$ cat config.mk
export PLATFORM = sky130hd
export DESIGN_NAME = mux_nw_scan_reg
export DESIGN_NICKNAME = d
export VERILOG_FILES = /design/src/rtl/mux_nw_scan_reg.sv
export SDC_FILE = /design/constraint.sdc
export NUM_CORES = 1
export LEC_CHECK = 0
export ABC_CLOCK_PERIOD_IN_PS = 2000
export CORE_AREA = 2 2 39 41
export CTS_CLUSTER_DIAMETER = 60
export DETAILED_ROUTE_END_ITERATION = 8
export DIE_AREA = 0 0 41 43
export PLACE_DENSITY_LB_ADDON = 0.1
export SLEW_MARGIN = 20
export SYNTH_ARGS = -nofsm -noshare
export SYNTH_HDL_FRONTEND = slang
export SYNTH_SLANG_ARGS = --single-unit
export TNS_END_PERCENT = 20
$ cat constraint.sdc
create_clock -name clk -period 2 [get_ports clk]
set_input_delay 0.2 -clock clk [delete_from_list [all_inputs] [get_ports clk]]
set_output_delay 0.2 -clock clk [all_outputs]
set_load 0.05 [all_outputs]
$ cat src/rtl/mux_nw_scan_reg.sv
// Registered N:1 selector for W-bit channels with manual select and timed auto-scan.
// Out-of-range manual selects raise err and leave y/ch at their previous values.
module mux_nw_scan_lane #(
  parameter int W    = 2,
  parameter int SELW = 2,
  parameter int IDX  = 0
) (
  input  logic [SELW-1:0] idx,
  input  logic [W-1:0]    din,
  output logic [W-1:0]    dout
);
  assign dout = (idx == SELW'(IDX)) ? din : '0;
endmodule

module mux_nw_scan_reg #(
  parameter  int N    = 3,
  parameter  int W    = 2,
  parameter  int DIV  = 4,
  localparam int SELW = (N > 1) ? $clog2(N) : 1
) (
  input  logic            clk,
  input  logic            rst,
  input  logic [N*W-1:0]  d,
  input  logic [SELW-1:0] sel,
  input  logic            scan,
  input  logic            hold,
  output logic [W-1:0]    y,
  output logic [SELW-1:0] ch,
  output logic            err
);
  localparam int CW = $clog2(DIV) + 1;
  localparam logic [SELW:0] NCH = (SELW+1)'(N);

  logic [SELW-1:0]       ptr;
  logic [CW-1:0]         cnt;
  logic [SELW-1:0]       idx;
  logic                  sel_ok;
  logic [N-1:0][W-1:0]   lane_q;
  logic [W-1:0]          mux_q;

  assign idx    = scan ? ptr : sel;
  assign sel_ok = {1'b0, sel} < NCH;

  // One-hot AND-OR mux: each lane gates its own channel, unmatched lanes give 0.
  for (genvar i = 0; i < N; i++) begin : g_lane
    mux_nw_scan_lane #(.W(W), .SELW(SELW), .IDX(i)) u_lane (
      .idx  (idx),
      .din  (d[i*W +: W]),
      .dout (lane_q[i])
    );
  end

  always_comb begin
    mux_q = '0;
    for (int i = 0; i < N; i++) mux_q = mux_q | lane_q[i];
  end

  always_ff @(posedge clk) begin
    if (rst) begin
      y   <= '0;
      ch  <= '0;
      err <= 1'b0;
      ptr <= '0;
      cnt <= '0;
    end else if (!hold) begin
      if (scan) begin
        y   <= mux_q;
        ch  <= ptr;
        err <= 1'b0;
        if (cnt == CW'(DIV - 1)) begin
          cnt <= '0;
          // Wrap at N so unused pointer codes are never visited.
          ptr <= (ptr == SELW'(N - 1)) ? '0 : ptr + SELW'(1);
        end else begin
          cnt <= cnt + CW'(1);
        end
      end else begin
        cnt <= '0;
        if (sel_ok) begin
          y   <= mux_q;
          ch  <= sel;
          err <= 1'b0;
          ptr <= sel;
        end else begin
          err <= 1'b1;
          ptr <= ch;
        end
      end
    end
  end
endmodule

==> results_dict.tcl <==
set metrics [dict create \
    finish.net_count 100 \
    worst_hold_startpoint "cnt[2]$_SDFFE_PP0N_" \
    die_w_um 41 \
    rr_startpoint "cnt[0]$_SDFFE_PP0N_" \
    finalSetupViolCount 0 \
    worst_path_max_delay_cell "sky130_fd_sc_hd__clkdlybuf4s50_1" \
    grt_overflow_total 0 \
    globalRouteMet1Util 0.227 \
    clock_tree.root_cell "sky130_fd_sc_hd__clkbuf_4" \
    grt.busiest_layer "met2" \
    final.setup.worst_slack_ns 0.346 \
    critPathBufInv 1 \
    boundaryPins 17 \
    worst_slew_margin_rel 0.672 \
    grt_pass1_vias 557 \
    cp_slowest_stage_delay_ns 0.82 \
    first_iter_violations 5 \
    worst_ep_required_time_ns 1.80 \
    yosys.cell_types.count 27 \
    clock_sink_count 10 \
    worst_hold_path_type "reg2reg" \
    syn-instance-count 67 \
    core_area_um2 1380 \
    total_leakage_power_uw 0.000290 \
    drive_gt1_frac 0.140 \
    initial_utilization 0.397 \
    power.density_cell_area_nw_per_um2 691 \
    worstPathCellList "clkdlybuf4s50_1" \
    critPathMaxFanout 3 \
    cts_buffers 3 \
    die_h_um 43 \
    postSynth.topFlopCell "sky130_fd_sc_hd__dfxtp_1" \
    cts_repair_resize_count 0 \
    postSynthNetCount 80 \
    worst_path_dominant_cell_family "buffers and inverters" \
    detail_route.vias_per_cell 5.50 \
    antenna_violating_nets_post_route 0 \
    first_pass_iters 4 \
    cap_violations 0 \
    grt_antenna_before_repair 0 \
    cts_setup_buffers 0 \
    flow.area_growth_from_synthesis_pct 39.2 \
    end_kind "output pin" \
    fp.dieArea_um2 1760 \
    grt_start_max_net_pins 12 \
    minimum_setup_slack_after_placement_ns 0.370 \
    cts.htree.levels 1 \
    place_congestion 0.760 \
    fmax_mhz 605 \
    global_route.usage.met3 0.0314 \
    ys_seq_area_frac 0.364 \
    crit-reg2reg-capture "ptr[0]$_SDFFE_PP0P_" \
    ir_worst_vdd_mv 0.319 \
    detailed_placer_s_ending_hpwl_um 960 \
    setup_tns_final_ns 0 \
    postRouteWirelength_um 1250 \
    setup.worst_path.start_class "flip-flop" \
    post_synthesis_instance_area_um2 549 \
    place.port_buffers 16 \
    regToRegSetupSlack_ns 0.80 \
    vias_after_detailed_routing 561 \
    ys_warn_count 0 \
    worst_hold_path.endpoint "cnt[2]$_SDFFE_PP0N_" \
    n_antenna_cell 0 \
    synth_area_per_cell_um2 8.20 \
    drc 0 \
    clock_tree_from_tritoncts "built" \
    period_needed_ns 1.65 \
    final-max-slew-violation-count 0 \
    rsz_0062_raised_after_global_routing "no" \
    grt_first_pass_wirelength_um 2220 \
    crit_type "reg2out" \
    grt.total_usage 0.186 \
    synth-seq-cells 10 \
    most_frequent_standard_cell_in_the_layout_excluding_fill_and_tap_cells "sky130_fd_sc_hd__clkdlybuf4s50_1" \
    clock_transition_time_at_the_flip_flop_clock_pins_of_the_worst_setup_and_hold_paths_ns 0.07 \
    status "complete, no violations" \
    final_cell_mix "sky130_fd_sc_hd__clkdlybuf4s50_1, sky130_fd_sc_hd__dfxtp_1, sky130_fd_sc_hd__a21oi_1" \
    ys_async_sr_fraction 0 \
    cts_hold_buf 0 \
    fin_worst_skew_ns 0.00272 \
    worstRegToRegCells 5 \
    wl_per_cell_um 12.2 \
    clk_latency_ns 0.26 \
    synth-edff-count 0 \
    worst_hold_path.num_cells 1 \
    finalHoldViolations 0 \
    finalCritPeriodShare 0.827 \
    global_route.usage.met2 0.294 \
    worst-endpoint-arrival_ns 1.45 \
    worstMarginPinSlew_ns 0.491 \
    clk_buf_depth 2 \
    placement_rows 14 \
]
[worst register-to-register path: cells and delay by family, from the launching register on]
kind            cells  cell delay, ns
fa+ha+maj           1            0.17
compound gates      2            0.42
simple gates        2            0.17
flops               1            0.36
[worst max path at each step]
| stage | end | slack (ns) | cells past startpoint | start |
|---|---|---|---|---|
| 3_3_place_gp | y[1]$_SDFFE_PP0P_ | 0.39 | 4 | scan |
| 5_1_grt | ch[1] | 0.31 | 1 | ch[1]$_SDFFE_PP0N_ |
| 4_1_cts | ch[0] | 0.34 | 1 | ch[0]$_SDFFE_PP0N_ |
| 6_report | ch[0] | 0.35 | 1 | ch[0]$_SDFFE_PP0N_ |
| 2_1_floorplan | ptr[1]$_SDFFE_PP0P_ | 0.73 | 4 | ch[1]$_SDFFE_PP0N_ |
| 3_5_place_dp | y[0]$_SDFFE_PP0P_ | 0.37 | 4 | scan |
[cell type report]
| class | count | area (um2) |
|---|---|---|
| Fill cell | 144 | 619 |
| Timing Repair Buffer | 18 | 175 |
| Tap cell | 16 | 20.0 |
| Sequential cell | 10 | 200 |
| Clock buffer | 4 | 36.3 |
| Multi-Input combinational cell | 51 | 322 |
| Inverter | 3 | 11.3 |
[where the power goes]
group          total (uW)  internal, uW  switching [uW]
Clock                 187           110            76.1
Combinational         122          56.4            66.1
Sequential            219           210            9.39
[state kept, by name, indices dropped and copies added, names as in the netlist]
| name | flops |
|---|---|
| cnt | 3 |
| ch | 2 |
| ptr | 2 |
| y | 2 |
| err | 1 |
[per-stage QoR]
step / hold slack [ns] / instances / util / power (uW) / instance area [um2]
2_1_floorplan: 0.341 / 67 / - / 294 / 549
3_3_place_gp: 0.460 / 98 / 0.526 / 346 / 728
3_5_place_dp: 0.463 / 98 / 0.526 / 347 / 728
4_1_cts: 0.473 / 102 / 0.552 / 534 / 764
5_1_grt: 0.500 / 102 / 0.552 / 560 / 764
6_report: 0.472 / 102 / 0.552 / 528 / 764
[layer usage]
layer	vias up	wire, um
met4	0	17
met1	256	568
met3	2	44
li1	288	-
met2	15	616
met5	-	0
[cells by family (layout without fill, tap and decap cells)]
group / Yosys count / after routing / share of synthesized area
adder cells (fa/ha/maj): 1 / 1 / 0.0228
AO/OA/AOI/OAI: 23 / 23 / 0.289
AND/OR/NAND/NOR: 27 / 27 / 0.273
flip-flops: 10 / 10 / 0.364
buffers and inverters: 6 / 25 / 0.0501
[synthesized netlist by cell type, types with 2 or more instances]
| master | count | area share |
|---|---|---|
| sky130_fd_sc_hd__nor2b_1 | 2 | 0.023 |
| sky130_fd_sc_hd__dfxtp_1 | 10 | 0.36 |
| sky130_fd_sc_hd__inv_2 | 2 | 0.014 |
| sky130_fd_sc_hd__nor3_1 | 3 | 0.027 |
| sky130_fd_sc_hd__nand2b_1 | 3 | 0.034 |
| sky130_fd_sc_hd__o21ai_0 | 2 | 0.018 |
| sky130_fd_sc_hd__and3_1 | 2 | 0.023 |
| sky130_fd_sc_hd__a31oi_1 | 2 | 0.023 |
| sky130_fd_sc_hd__nor2_1 | 6 | 0.041 |
| sky130_fd_sc_hd__a211oi_1 | 7 | 0.096 |
| sky130_fd_sc_hd__a21oi_1 | 8 | 0.073 |
| sky130_fd_sc_hd__nand2_1 | 5 | 0.034 |
Power figures use the tool's default switching activity.
